### src/rtl/spi_regfile_peripheral.sv
// SPI mode-0 register file with synchronised inputs, write commit and MISO read-back.
// Optional SPI_BURST_EN: multi-word frames with address auto-increment.
module spi_regfile_peripheral #(
  parameter int NUM_REGS = 8,
  parameter int DATA_W   = 8,
  parameter int ADDR_W   = 7
) (
  input  logic                       m_clk,
  input  logic                       rst_n,
  input  logic                       sclk,
  input  logic                       mosi,
  input  logic                       cs_n,
  output logic                       miso,
  output logic                       miso_oe,
  output logic [NUM_REGS*DATA_W-1:0] regs_flat,
  output logic                       wr_pulse,
  output logic [ADDR_W-1:0]          wr_addr,
  output logic                       frame_err
);

  localparam int FRAME_W = 1 + ADDR_W + DATA_W;
  localparam int CNT_W   = $clog2(FRAME_W);
  localparam logic [ADDR_W:0] NR = (ADDR_W+1)'(NUM_REGS);

  typedef enum logic [1:0] {
    S_IDLE, S_ADDR, S_DATA, S_DONE
  } state_t;

  logic sclk_s1, sclk_s2, sclk_s3;
  logic cs_s1, cs_s2, cs_s3;
  logic mosi_s1, mosi_s2;
  logic sclk_rise, sclk_fall, cs_rise, cs_fall;

  state_t                   state;
  logic [CNT_W-1:0]         bit_cnt;
  logic [ADDR_W-1:0]        hdr;
  logic [ADDR_W-1:0]        addr_q;
  logic [DATA_W-1:0]        wdat;
  logic [DATA_W-1:0]        dsr;
  logic                     rw;
  logic                     ovl;
  logic [NUM_REGS*DATA_W-1:0] regs_q;
`ifdef SPI_BURST_EN
  logic                     any_word;
`endif

  logic [ADDR_W:0]   hdr_nx;
  logic [DATA_W-1:0] wdat_nx;
  logic [DATA_W-1:0] rd_word;
  logic [DATA_W-1:0] wd;
  logic [ADDR_W-1:0] wa;
  logic              last_addr;
  logic              last_data;
  logic              do_wr;
  logic              err;

  function automatic logic [DATA_W-1:0] rd_reg(
    input logic [NUM_REGS*DATA_W-1:0] r,
    input logic [ADDR_W-1:0]          a
  );
    logic [DATA_W-1:0] v;
    v = '0;
    for (int i = 0; i < NUM_REGS; i++)
      if (a == ADDR_W'(i)) v = r[i*DATA_W +: DATA_W];
    return v;
  endfunction

  function automatic logic in_range(input logic [ADDR_W-1:0] a);
    return {1'b0, a} < NR;
  endfunction

  always_ff @(posedge m_clk or negedge rst_n) begin
    if (!rst_n) begin
      sclk_s1 <= 1'b0;
      sclk_s2 <= 1'b0;
      sclk_s3 <= 1'b0;
      cs_s1   <= 1'b1;
      cs_s2   <= 1'b1;
      cs_s3   <= 1'b1;
      mosi_s1 <= 1'b0;
      mosi_s2 <= 1'b0;
    end else begin
      sclk_s1 <= sclk;
      sclk_s2 <= sclk_s1;
      sclk_s3 <= sclk_s2;
      cs_s1   <= cs_n;
      cs_s2   <= cs_s1;
      cs_s3   <= cs_s2;
      mosi_s1 <= mosi;
      mosi_s2 <= mosi_s1;
    end
  end

  assign sclk_rise = sclk_s2 & ~sclk_s3;
  assign sclk_fall = ~sclk_s2 & sclk_s3;
  assign cs_rise   = cs_s2 & ~cs_s3;
  assign cs_fall   = ~cs_s2 & cs_s3;
  assign hdr_nx    = {hdr, mosi_s2};
  assign wdat_nx   = {wdat[DATA_W-2:0], mosi_s2};
  assign regs_flat = regs_q;

  always_comb begin
    last_addr = (state == S_ADDR) && (bit_cnt == CNT_W'(ADDR_W));
    last_data = (state == S_DATA) && (bit_cnt == CNT_W'(DATA_W - 1));
    do_wr = 1'b0;
    err   = 1'b0;
    wa    = addr_q;
    wd    = wdat;
`ifdef SPI_BURST_EN
    rd_word = rd_reg(regs_q,
      last_addr ? hdr_nx[ADDR_W-1:0] : addr_q + ADDR_W'(1));
    // Whole words are already committed; only a partial tail is an error.
    if (cs_rise) begin
      err = (state != S_IDLE) &&
            !(state == S_DATA && bit_cnt == '0 && any_word);
    end else if (!cs_fall && sclk_rise && last_data && rw) begin
      do_wr = in_range(addr_q);
      err   = !in_range(addr_q);
      wd    = wdat_nx;
    end
`else
    rd_word = rd_reg(regs_q, hdr_nx[ADDR_W-1:0]);
    if (cs_rise && state != S_IDLE) begin
      do_wr = state == S_DONE && rw && !ovl && in_range(addr_q);
      err   = state != S_DONE || ovl || (rw && !in_range(addr_q));
    end
`endif
  end

  always_ff @(posedge m_clk or negedge rst_n) begin
    if (!rst_n) begin
      state     <= S_IDLE;
      bit_cnt   <= '0;
      hdr       <= '0;
      addr_q    <= '0;
      wdat      <= '0;
      dsr       <= '0;
      rw        <= 1'b0;
      ovl       <= 1'b0;
      regs_q    <= '0;
      miso      <= 1'b0;
      miso_oe   <= 1'b0;
      wr_pulse  <= 1'b0;
      wr_addr   <= '0;
      frame_err <= 1'b0;
`ifdef SPI_BURST_EN
      any_word  <= 1'b0;
`endif
    end else begin
      wr_pulse  <= do_wr;
      frame_err <= err;
      if (do_wr) begin
        wr_addr <= wa;
        for (int i = 0; i < NUM_REGS; i++)
          if (wa == ADDR_W'(i)) regs_q[i*DATA_W +: DATA_W] <= wd;
      end
      if (cs_rise) begin
        state   <= S_IDLE;
        miso    <= 1'b0;
        miso_oe <= 1'b0;
      end else if (cs_fall) begin
        state   <= S_ADDR;
        bit_cnt <= '0;
        hdr     <= '0;
        wdat    <= '0;
        dsr     <= '0;
        ovl     <= 1'b0;
        miso    <= 1'b0;
        miso_oe <= 1'b1;
`ifdef SPI_BURST_EN
        any_word <= 1'b0;
`endif
      end else if (sclk_rise) begin
        unique case (state)
          S_ADDR: begin
            hdr     <= hdr_nx[ADDR_W-1:0];
            bit_cnt <= bit_cnt + CNT_W'(1);
            if (last_addr) begin
              state   <= S_DATA;
              bit_cnt <= '0;
              rw      <= hdr_nx[ADDR_W];
              addr_q  <= hdr_nx[ADDR_W-1:0];
              dsr     <= rd_word;
              miso    <= ~hdr_nx[ADDR_W] & rd_word[DATA_W-1];
            end
          end
          S_DATA: begin
            wdat    <= wdat_nx;
            bit_cnt <= bit_cnt + CNT_W'(1);
            if (last_data) begin
`ifdef SPI_BURST_EN
              bit_cnt  <= '0;
              addr_q   <= addr_q + ADDR_W'(1);
              any_word <= 1'b1;
              dsr      <= rd_word;
              miso     <= ~rw & rd_word[DATA_W-1];
`else
              state <= S_DONE;
`endif
            end
          end
          S_DONE: ovl <= 1'b1;
          default: ;
        endcase
      end else if (sclk_fall && state == S_DATA && !rw && bit_cnt != '0) begin
        // The MSB is already on MISO before the first data rise; skip that fall.
        dsr  <= dsr << 1;
        miso <= dsr[DATA_W-2];
      end
    end
  end

endmodule

### config.mk
export PLATFORM = sky130hd
export DESIGN_NAME = spi_regfile_peripheral
export DESIGN_NICKNAME = d
export VERILOG_FILES = /design/src/rtl/spi_regfile_peripheral.sv
export SDC_FILE = /design/constraint.sdc
export NUM_CORES = 1
export LEC_CHECK = 0
export CORE_UTILIZATION = 45
export CTS_BUF_LIST = sky130_fd_sc_hd__clkbuf_8
export DETAILED_ROUTE_END_ITERATION = 8
export DONT_BUFFER_PORTS = 1
export PLACE_DENSITY_LB_ADDON = 0.08
export SYNTH_ARGS = -nofsm -noshare
export SYNTH_HDL_FRONTEND = slang
export SYNTH_SLANG_ARGS = --single-unit
export TNS_END_PERCENT = 50
### constraint.sdc
create_clock -name m_clk -period 2.3 [get_ports m_clk]
set_clock_uncertainty 0.05 [all_clocks]
set_input_delay 0.46 -clock m_clk [delete_from_list [all_inputs] [get_ports m_clk]]
set_output_delay 0.46 -clock m_clk [all_outputs]
set_load 0.01 [all_outputs]
==> results of run 1 <==
## cell families (layout without fill, tap and decap cells)
| family | count (synthesis) | after routing | share of synthesized area (%) |
|---|---|---|---|
| AOI/OAI and AO/OA | 109 | 109 | 12.09 |
| adders and majority gates | 8 | 8 | 1.721 |
| buffers and inverters | 54 | 85 | 3.850 |
| DFF | 120 | 120 | 51.69 |
| muxes | 94 | 94 | 18.80 |
| and+or+nand+nor | 114 | 114 | 11.85 |
## path summary, 6_finish.rpt
path | start | slack [ps] | end
max reg2reg | cs_s2 | 70 | regs_flat[14]
min reg2reg | mosi_s1 | 300 | mosi_s2
min | rst_n | -340 | frame_err
max in group asynchronous | rst_n | 2320 | wr_addr[6]
max | cs_s2 | 70 | regs_flat[14]
min in group m_clk | mosi_s1 | 300 | mosi_s2
## cells in the mapped netlist, types with 3 or more instances
cell type / instances / area, um2
mux2_2: 58 / 653.1
nand3_1: 7 / 35.03
a211oi_1: 9 / 67.56
o32ai_1: 4 / 35.03
o31ai_1: 4 / 30.03
a221oi_1: 4 / 35.03
a21oi_1: 10 / 50.05
nor3_1: 7 / 35.03
dfrtp_1: 117 / 2928
nor2_1: 11 / 41.29
clkbuf_1: 28 / 105.1
nand2b_1: 3 / 18.77
nand2_1: 30 / 112.6
and2_1: 7 / 43.79
ha_1: 8 / 100.1
o211ai_1: 7 / 52.55
dfstp_2: 3 / 78.83
mux2i_1: 20 / 200.2
mux2_4: 16 / 240.2
o21ai_0: 34 / 170.2
a31oi_1: 15 / 93.84
and4_1: 3 / 26.28
nor2b_1: 18 / 112.6
inv_1: 14 / 52.55
a22oi_1: 4 / 30.03
buf_2: 8 / 40.04
nor3b_1: 7 / 52.55
o22ai_1: 4 / 25.02
## timing repair
action	4_1_cts	5_1_grt
hold endpoints to repair	123	120
setup endpoints to repair	0	49
gates resized for setup	0	5
## registers in the layout, indices dropped and copies added (netlist names), 2 cells and up
name	cells
hdr	7
wr_addr	7
bit_cnt	4
regs_flat	64
state	2
wd	8
dsr	7
addr_q	7
## area by class of cell
cell class	instances	area, um2
Clock buffer	18	247.7
Sequential cell	120	3007
Fill cell	1179	5954
Clock inverter	14	181.4
Inverter	14	52.55
Multi-Input combinational cell	325	2595
Timing Repair Buffer	39	366.6
Tap cell	172	215.2
## critical path, cell delays in order, from the launching register on
cell,delay (ps)
dfstp_2,550
ha_1,170
and2b_2,200
nand4_4,140
or4b_1,530
buf_6,180
mux2_4,300
## power groups by stage
stage	Clock, uW	Combinational, uW	Sequential, uW
after floorplan	0	1070	2480
final	2070	1310	2770
after global routing	2200	1460	2810
after CTS	2110	1310	2770
after global placement	0	1270	2800
after detailed placement	0	1290	2800
## stage by stage
| stage | setup WS [ps] | instance area [um2] | total power (uW) | hold WS, ps | util (%) |
|---|---|---|---|---|---|
| finish | 74.72 | 6665 | 6146 | -336.0 | 52.82 |
| global placement | 65.41 | 6193 | 4063 | 117.7 | 49.08 |
| detailed placement | 65.68 | 6193 | 4097 | 119.1 | 49.08 |
| global route | -5.975 | 6665 | 6476 | -379.3 | 52.82 |
| floorplan | 7.622 | 5817 | 3554 | 114.4 | - |
| CTS | 38.80 | 6653 | 6185 | -369.3 | 52.72 |
## routing by layer
metal  share of wire, %  global-route usage (%)  vias up
met1                 43                   29.97     2127
met2                 49                   38.56      100
met4                1.4                   6.923        0
met5                  0                       0        -
met3                5.7                   8.264       15
li1                   -                       -     1867
==> summary.md, run 1 <==
| Metric | Value |
|---|---|
| Status | `finished, violations left` |
| Failing checks | `hold timing` |
| Max-Cap Viols | `0` |
| Port bufs | `0` |
| Share of layout cells above drive strength 1 | `28.87%` |
| Clock buffer depth | `2` |
| Num rows | `41` |
| DR pass1 iterations | `5` |
| Sink Count | `120` |
| Comb pwr share | `21.4%` |
| Worst slew pin tran | `589.5 ps` |
| Worst Setup Start Kind | `flip-flop` |
| DP HPWL | `10.37 mm` |
| Die area | `13390 um2` |
| Die height | `115.7 um` |
| Vias per cell | `5.853` |
| Switch Pwr | `2030 uW` |
| Commonest non-fill, non-tap cells in the layout | `117 x dfrtp_1, 58 x mux2_2, 34 x o21ai_0` |
| Number of synthesized flops with an enable pin | `0` |
| Rel. slew slack | `60.70%` |
| Final wirelength | `14.81 mm` |
| CTS Buf Count | `17` |
| Max Fclk | `449.4 MHz` |
| Max Transition Viols Final | `0` |
| R2R depth | `6` |
| Vias in the first global route | `4024` |
| Synth Cell Area | `5817 um2` |
| CP Capture Type | `flip-flop` |
| Most common cell after layout, fill and taps aside | `dfrtp_1` |
| I/O pin cnt | `80` |
| Drt wl/cell | `21.10 um` |
| Crit path time final | `2225 ps` |
| DR vias | `4109` |
| Post-synth cell types | `57` |
| Flops & latches, synth | `120` |
| Detailed Route Iter0 Violations | `263` |
| Top_reg_cell synth | `dfrtp_1` |
| Drt drc | `0` |
| Synth-to-Final Area Change | `14.58%` |
| Setup violators final | `0` |
| FFs w/ async S/R, synth | `100.0%` |
| Die width | `115.7 um` |
| DP Cell Count | `667` |
| Final antenna diode count | `0` |
| Clk slew on worst S/H paths | `70 ps` |
| Reg power frac | `45.0%` |
| Overall Global Routing Usage | `23.73%` |
| Int Power | `4116 uW` |
| Initial antenna violation count | `0` |
| Hold Slack | `-336.0 ps` |
| Latest clock arrival within the worst-skew pair | `440 ps` |
| Crit-path max FO | `8` |
| Post-synthesis sequential area ratio | `51.69%` |
| GPL Wtd Cong | `0.8310` |
| Final Hold Fails | `120` |
| Clock Tree Root | `clkbuf_8` |
| Yosys warning total | `0` |
| Initial core utilization | `46.09%` |
| H-tree level count | `4` |
| Arr. time, crit path | `2500 ps` |
| Global-route wire length before repair | `23.27 mm` |
| Fin cells | `702` |
| Crit path kind | `flip-flop to flip-flop` |
| Core ar. | `12620 um2` |
| Lkg Pwr | `0.003138 uW` |
| Worst endpoint required time | `2580 ps` |
| Hold_buf cts | `3` |
| Fin nets | `530` |
| Syn Nets | `512` |
| Postcts setup bufs | `0` |
| Sw frac | `33.03%` |
| Largest net degree at the start of global routing | `121` |
| Period utilization | `96.75%` |
| Synthesized instance count | `499` |
| TNS Setup | `0 ps` |
| Final ANT Viol Nets | `0` |
| CTS tree | `yes` |
| Clock share of power | `33.6%` |
| Total gr overflow | `0` |
| P per Cell Area | `922.2 nW/um2` |
| Maximum vdd drop | `0.4788 mV` |
| Min-delay worst type | `input port to async pin` |
| Syn Area/Cell | `11.66 um2` |
Note: power is estimated with default switching activity, not from simulation.
==> run 2: changes to the inputs <==
- GPL_TIMING_DRIVEN: not set -> 0
==> summary.md, run 2 (synthesized netlist as in run 1, its figures left out) <==
| Metric | Value |
|---|---|
| Reg power frac | `39.4% (-5.6 points)` |
| Buf/Inv on CP | `0 (-1)` |
| Gr busiest metal | `met2` |
| Hold Slack | `-349.2 ps (-13.22 ps)` |
| Worst slew pin tran | `758.7 ps (+169.2 ps)` |
| Fin nets | `543 (+2.5%)` |
| P per Cell Area | `943.8 nW/um2 (+2.3%)` |
| Final antenna diode count | `0 (unchanged)` |
| Reg2reg end | `regs_flat[12]` |
| Failing checks | `hold timing` |
| R2R depth | `5 (-1)` |
| Num rows | `41 (unchanged)` |
| Crit-path max FO | `8 (unchanged)` |
| Min-delay worst type | `input port to async pin` |
| Largest register FFs | `64 (unchanged)` |
| CTS tree | `yes` |
| CP peak stage delay | `690 ps (+140 ps)` |
| Crit path kind | `flip-flop to flip-flop` |
| Final wirelength | `15.16 mm (+2.4%)` |
| DP HPWL | `10.28 mm (-0.95%)` |
| Core ar. | `12620 um2 (unchanged)` |
| Vias in the first global route | `4181 (+3.9%)` |
| R2R Setup Slk | `20 ps (-50 ps)` |
| Overall Global Routing Usage | `24.61% (+0.88 points)` |
| Lkg Pwr | `0.003153 uW (+0.47%)` |
| Most common cell after layout, fill and taps aside | `dfrtp_1` |
| Commonest non-fill, non-tap cells in the layout | `116 x dfrtp_1, 58 x mux2_2, 34 x o21ai_0` |
| Worst Setup Start Kind | `flip-flop` |
| Initial antenna violation count | `0 (unchanged)` |
| Int Power | `4355 uW (+5.8%)` |
| Drt wl/cell | `21.21 um (+0.52%)` |
| Status | `finished, violations left` |
| Design Power | `6379 uW (+3.8%)` |
| Arr. time, crit path | `2560 ps (+60 ps)` |
| Top Family by Delay on Critical Path | `simple AND/OR/NAND/NOR gates` |
| Clk slew on worst S/H paths | `70 ps (about the same)` |
| RSZ-0062 raised after global routing | `true` |
| Die width | `115.7 um (unchanged)` |
| Maximum vdd drop | `0.6021 mV (+26%)` |
| Clock Tree Root | `clkbuf_8` |
| Latest clock arrival within the worst-skew pair | `460 ps (+20 ps)` |
| CP Cell Sequence | `ha_4, and2b_2, nand4_4, or4b_4, mux2_4` |
| DR pass1 iterations | `4 (-1)` |
| Detailed Route Iter0 Violations | `242 (-8.0%)` |
| CP Capture Type | `flip-flop` |
| Crit path time final | `2276 ps (+50.86 ps)` |
| Synth-to-Final Area Change | `16.20%` |
| Vias per cell | `5.808 (-0.77%)` |
| Largest net degree at the start of global routing | `121 (unchanged)` |
| CTS Buf Count | `17 (unchanged)` |
| Global-route wire length before repair | `23.89 mm (+2.7%)` |
| Grt met2 use | `38.52% (-0.040 points)` |
| Hold_buf cts | `3 (unchanged)` |
| Final ANT Viol Nets | `0 (unchanged)` |
| Total gr overflow | `0 (unchanged)` |
| Comb pwr share | `24.7% (+3.3 points)` |
| Max Fclk | `439.3 MHz (-2.2%)` |
| Sw frac | `31.73% (-1.3 points)` |
| Setup ws final | `23.86 ps (-50.86 ps)` |
| Rel. slew slack | `48.96% (-12 points)` |
| Drt drc | `0 (unchanged)` |
| DR vias | `4153 (+1.1%)` |
| Sink Count | `120 (unchanged)` |
| Die height | `115.7 um (unchanged)` |
| Final Hold Fails | `120 (unchanged)` |
| Worst endpoint required time | `2580 ps (about the same)` |
| Max-Cap Viols | `0 (unchanged)` |
| Switch Pwr | `2024 uW (-0.29%)` |
| Share of layout cells above drive strength 1 | `28.91% (+0.046 points)` |
| Port bufs | `0 (unchanged)` |
| TNS Setup | `0 ps (unchanged)` |
| H-tree level count | `4 (unchanged)` |
| I/O pin cnt | `80 (unchanged)` |
| Period utilization | `98.96% (+2.2 points)` |
| Setup WS pre-CTS | `-450.8 ps (-516.5 ps)` |
| Die area | `13390 um2 (unchanged)` |
| Setup violators final | `0 (unchanged)` |
| Initial core utilization | `46.09% (unchanged)` |
| GPL Wtd Cong | `0.8270 (-0.48%)` |
| Slowest-stage cell, CP | `or4b_4` |
| Critical R2R Launch | `cs_s2` |
| M1 GR Usage | `31.35% (+1.4 points)` |
| Clock buffer depth | `2 (unchanged)` |
| Grt met3 use | `8.368% (+0.10 points)` |
| Max Transition Viols Final | `0 (unchanged)` |
| Clock share of power | `35.9% (+2.3 points)` |
[run 2: cell types whose count changed in the layout (fill, tap and decap cells not counted), moves of 5 or more]
cell / delta
clkbuf_2: +9
buf_4: -18
buf_12: -5
clkbuf_1: +18
clkinv_2: -5
clkbuf_8: +5
[run 2: power by group through the flow]
| stage | sequential, uW | combinational [uW] | clock (uW) |
|---|---|---|---|
| floorplan | 2480 | 1070 | 0 |
| global placement | 2530 | 1450 | 0 |
| detailed placement | 2540 | 1480 | 0 |
| CTS | 2510 | 1510 | 2350 |
| global route | 2550 | 1750 | 2430 |
| finish | 2510 | 1570 | 2290 |
[run 2: final cells by class]
type	instances	area, um2
fillers	1134	5861
flip-flops and latches	120	3008
multi-input cells	325	2683
clock buffers	23	316.6
well taps	172	215.2
plain buffers	37	187.7
clock inverters	9	168.9
repair buffers	15	127.6
inverters	14	52.55
[run 2: timing repair]
action,CTS,global route
setup buffers,4,8
gates resized for setup,25,22
endpoints found under the setup margin,90,66
pin swaps,3,5
hold endpoints to repair,123,120
[run 2: stage by stage]
stage / utilization (%) / cells / hold WS, ps / area (um2)
floorplan: - / 499 / 114.4 / 5817
global placement: 47.80 / 671 / 118.2 / 6032
detailed placement: 47.80 / 671 / 119.2 / 6032
CTS: 52.80 / 709 / -382.5 / 6663
global route: 53.56 / 715 / -395.9 / 6759
finish: 53.56 / 715 / -349.2 / 6759
[run 2: per-layer routing]
layer	up-vias	routed length, um
li1	1890	-
met1	2130	6736
met2	114	7351
met3	19	823
met4	0	251
met5	-	0
[run 2: worst max path at each step]
stage | start | to | slack (ps) | depth (start not counted)
after floorplan | cs_s2 | regs_flat[32] | 8 | 7
after global placement | cs_s2 | regs_flat[45] | -440 | 7
after detailed placement | cs_s2 | regs_flat[45] | -450 | 7
after CTS | cs_s2 | regs_flat[12] | -70 | 6
after global routing | state[1] | regs_flat[12] | -70 | 6
final | cs_s2 | regs_flat[12] | 20 | 5
==> run 3: changes to the inputs <==
- CELL_PAD_IN_SITES_DETAIL_PLACEMENT: not set -> 1
- CELL_PAD_IN_SITES_GLOBAL_PLACEMENT: not set -> 1
- RECOVER_POWER: not set -> 50
==> summary.md, run 3 (synthesized netlist as in run 1, its figures left out) <==
| Metric | Value |
|---|---|
| Drt wl/cell | `22.33 um (+5.3%)` |
| Hold_buf cts | `3 (unchanged)` |
| Commonest non-fill, non-tap cells in the layout | `116 x dfrtp_1, 58 x mux2_2, 34 x o21ai_0` |
| Global-route wire length before repair | `25.36 mm (+6.2%)` |
| H-tree level count | `4 (unchanged)` |
| Worst endpoint required time | `2590 ps (about the same)` |
| Crit path time final | `2257 ps (-19.49 ps)` |
| Drt drc | `0 (unchanged)` |
| Rel. slew slack | `48.22% (-0.74 points)` |
| Maximum vdd drop | `0.5347 mV (-11%)` |
| Overall Global Routing Usage | `26.05% (+1.4 points)` |
| CTS Buf Count | `17 (unchanged)` |
| Final antenna diode count | `0 (unchanged)` |
| CP Capture Type | `flip-flop` |
| CTS tree | `yes` |
| Design Power | `5927 uW (-7.1%)` |
| Final Hold Fails | `120 (unchanged)` |
| Worst Setup Start Kind | `flip-flop` |
| Comb pwr share | `25.2% (+0.5 points)` |
| Final core utilization | `52.69% (-0.87 points)` |
| Max Transition Viols Final | `0 (unchanged)` |
| Die area | `13390 um2 (unchanged)` |
| Fin cells | `714 (-0.14%)` |
| Max Fclk | `443.1 MHz (+0.86%)` |
| Most common cell after layout, fill and taps aside | `dfrtp_1` |
| I/O pin cnt | `80 (unchanged)` |
| Crit path kind | `flip-flop to flip-flop` |
| Placed Area | `6032 um2 (unchanged)` |
| Int Power | `3890 uW (-11%)` |
| Lkg Pwr | `0.003114 uW (-1.2%)` |
| Vias per cell | `5.812 (about the same)` |
| Status | `finished, violations left` |
| Worst slew pin tran | `769.6 ps (+10.95 ps)` |
| GPL Wtd Cong | `0.8311 (+0.50%)` |
| Final ANT Viol Nets | `0 (unchanged)` |
| Fin nets | `542 (-0.18%)` |
| Reg power frac | `43.2% (+3.8 points)` |
| Clock buffer depth | `2 (unchanged)` |
| Arr. time, crit path | `2550 ps (about the same)` |
| Hold Slack | `-347.1 ps (+2.134 ps)` |
| DP HPWL | `11.06 mm (+7.6%)` |
| Core ar. | `12620 um2 (unchanged)` |
| Die width | `115.7 um (unchanged)` |
| DP Cell Count | `671 (unchanged)` |
| Period utilization | `98.12% (-0.85 points)` |
| Min-delay worst type | `input port to async pin` |
| Clock share of power | `31.7% (-4.2 points)` |
| DR vias | `4150 (-0.072%)` |
| Final wirelength | `15.94 mm (+5.1%)` |
| Largest net degree at the start of global routing | `121 (unchanged)` |
| Clock Tree Root | `clkbuf_8` |
| Sw frac | `34.36% (+2.6 points)` |
| Detailed Route Iter0 Violations | `183 (-24%)` |
| Crit-path max FO | `8 (unchanged)` |
| Switch Pwr | `2037 uW (+0.61%)` |
| Clk slew on worst S/H paths | `70 ps (about the same)` |
| Design Area, Final | `6649 um2 (-1.6%)` |
| Max-Cap Viols | `0 (unchanged)` |
| Synth-to-Final Area Change | `14.30%` |
| Share of layout cells above drive strength 1 | `29.15% (+0.24 points)` |
| Largest register FFs | `64 (unchanged)` |
| Port bufs | `0 (unchanged)` |
| Setup violators final | `0 (unchanged)` |
| DR pass1 iterations | `4 (unchanged)` |
| Vias in the first global route | `4445 (+6.3%)` |
| Num rows | `41 (unchanged)` |
| Sink Count | `120 (unchanged)` |
| Latest clock arrival within the worst-skew pair | `450 ps (about the same)` |
| Die height | `115.7 um (unchanged)` |
| Total gr overflow | `0 (unchanged)` |
| Initial antenna violation count | `0 (unchanged)` |
| P per Cell Area | `891.4 nW/um2 (-5.5%)` |
| # fillers | `1344 (+19%)` |
| Failing checks | `hold timing` |
| Initial core utilization | `46.09% (unchanged)` |
| R2R depth | `6 (+1)` |
run 3: changes by cell type in the layout (fill, tap and decap cells not counted), sizes merged:
| cell | previous run | this run |
|---|---|---|
| buf | 22 | 24 |
| bufinv | 5 | 2 |
| clkbuf | 50 | 44 |
| clkinv | 0 | 4 |
| clkinvlp | 1 | 2 |
| inv | 17 | 18 |
run 3: final timing paths:
kind / startpoint / to / slack (ps)
worst min register to register: sclk_s1 / sclk_s2 / 300
min in group m_clk: sclk_s1 / sclk_s2 / 300
worst max-delay path: cs_s2 / regs_flat[12] / 40
worst min-delay path: rst_n / bit_cnt[1] / -350
worst max register to register: cs_s2 / regs_flat[12] / 40
max in group asynchronous: rst_n / state[0] / 2360
run 3: routing by layer:
metal  track usage [%]  wire length, um  part of all wire, %
met1             32.00             6852                   43
met2             41.84             7730                   48
met3             9.571             1020                  6.4
met4             10.17              338                  2.1
met5                 0                0                    0
run 3: power by group through the flow:
stage          sequential [uW]  clock, uW  combinational [uW]
2_1_floorplan             2480          0                1070
3_5_place_dp              2550          0                1500
6_report                  2560       1880                1490
5_1_grt                   2600       2020                1680
4_1_cts                   2520       1920                1530
3_3_place_gp              2540          0                1440
run 3: worst max-delay path, stage by stage, from the launching register on:
cell     delay (ps)
dfstp_2         580
ha_4            160
and2b_2         200
nand4_4         150
or4b_4          540
buf_12          170
mux2_4          300
run 3: area by class of cell:
| class | instances | area (um2) | share of cell area (%) |
|---|---|---|---|
| clock inverters | 12 | 110.1 | 1.656 |
| clock buffers | 20 | 275.3 | 4.140 |
| multi-input cells | 325 | 2664 | 40.06 |
| well taps | 172 | 215.2 | 3.237 |
| flip-flops and latches | 120 | 3008 | 45.24 |
| inverters | 14 | 52.55 | 0.7904 |
| plain buffers | 36 | 203.9 | 3.067 |
| repair buffers | 15 | 120.1 | 1.807 |
run 3: metrics by stage:
stage | TNS [ps] | setup WS, ps
finish | 0 | 43.35
global route | -57.83 | -16.08
CTS | -178.9 | -29.02
detailed placement | -28380 | -419.5
global placement | -24500 | -403.7
floorplan | 0 | 7.622
run 3: what timing repair did:
item	in CTS	in global routing
gates resized for setup	28	21
setup endpoints to repair	93	81
pin swaps	5	4
buffers inserted	7	5
hold endpoints to repair	123	120
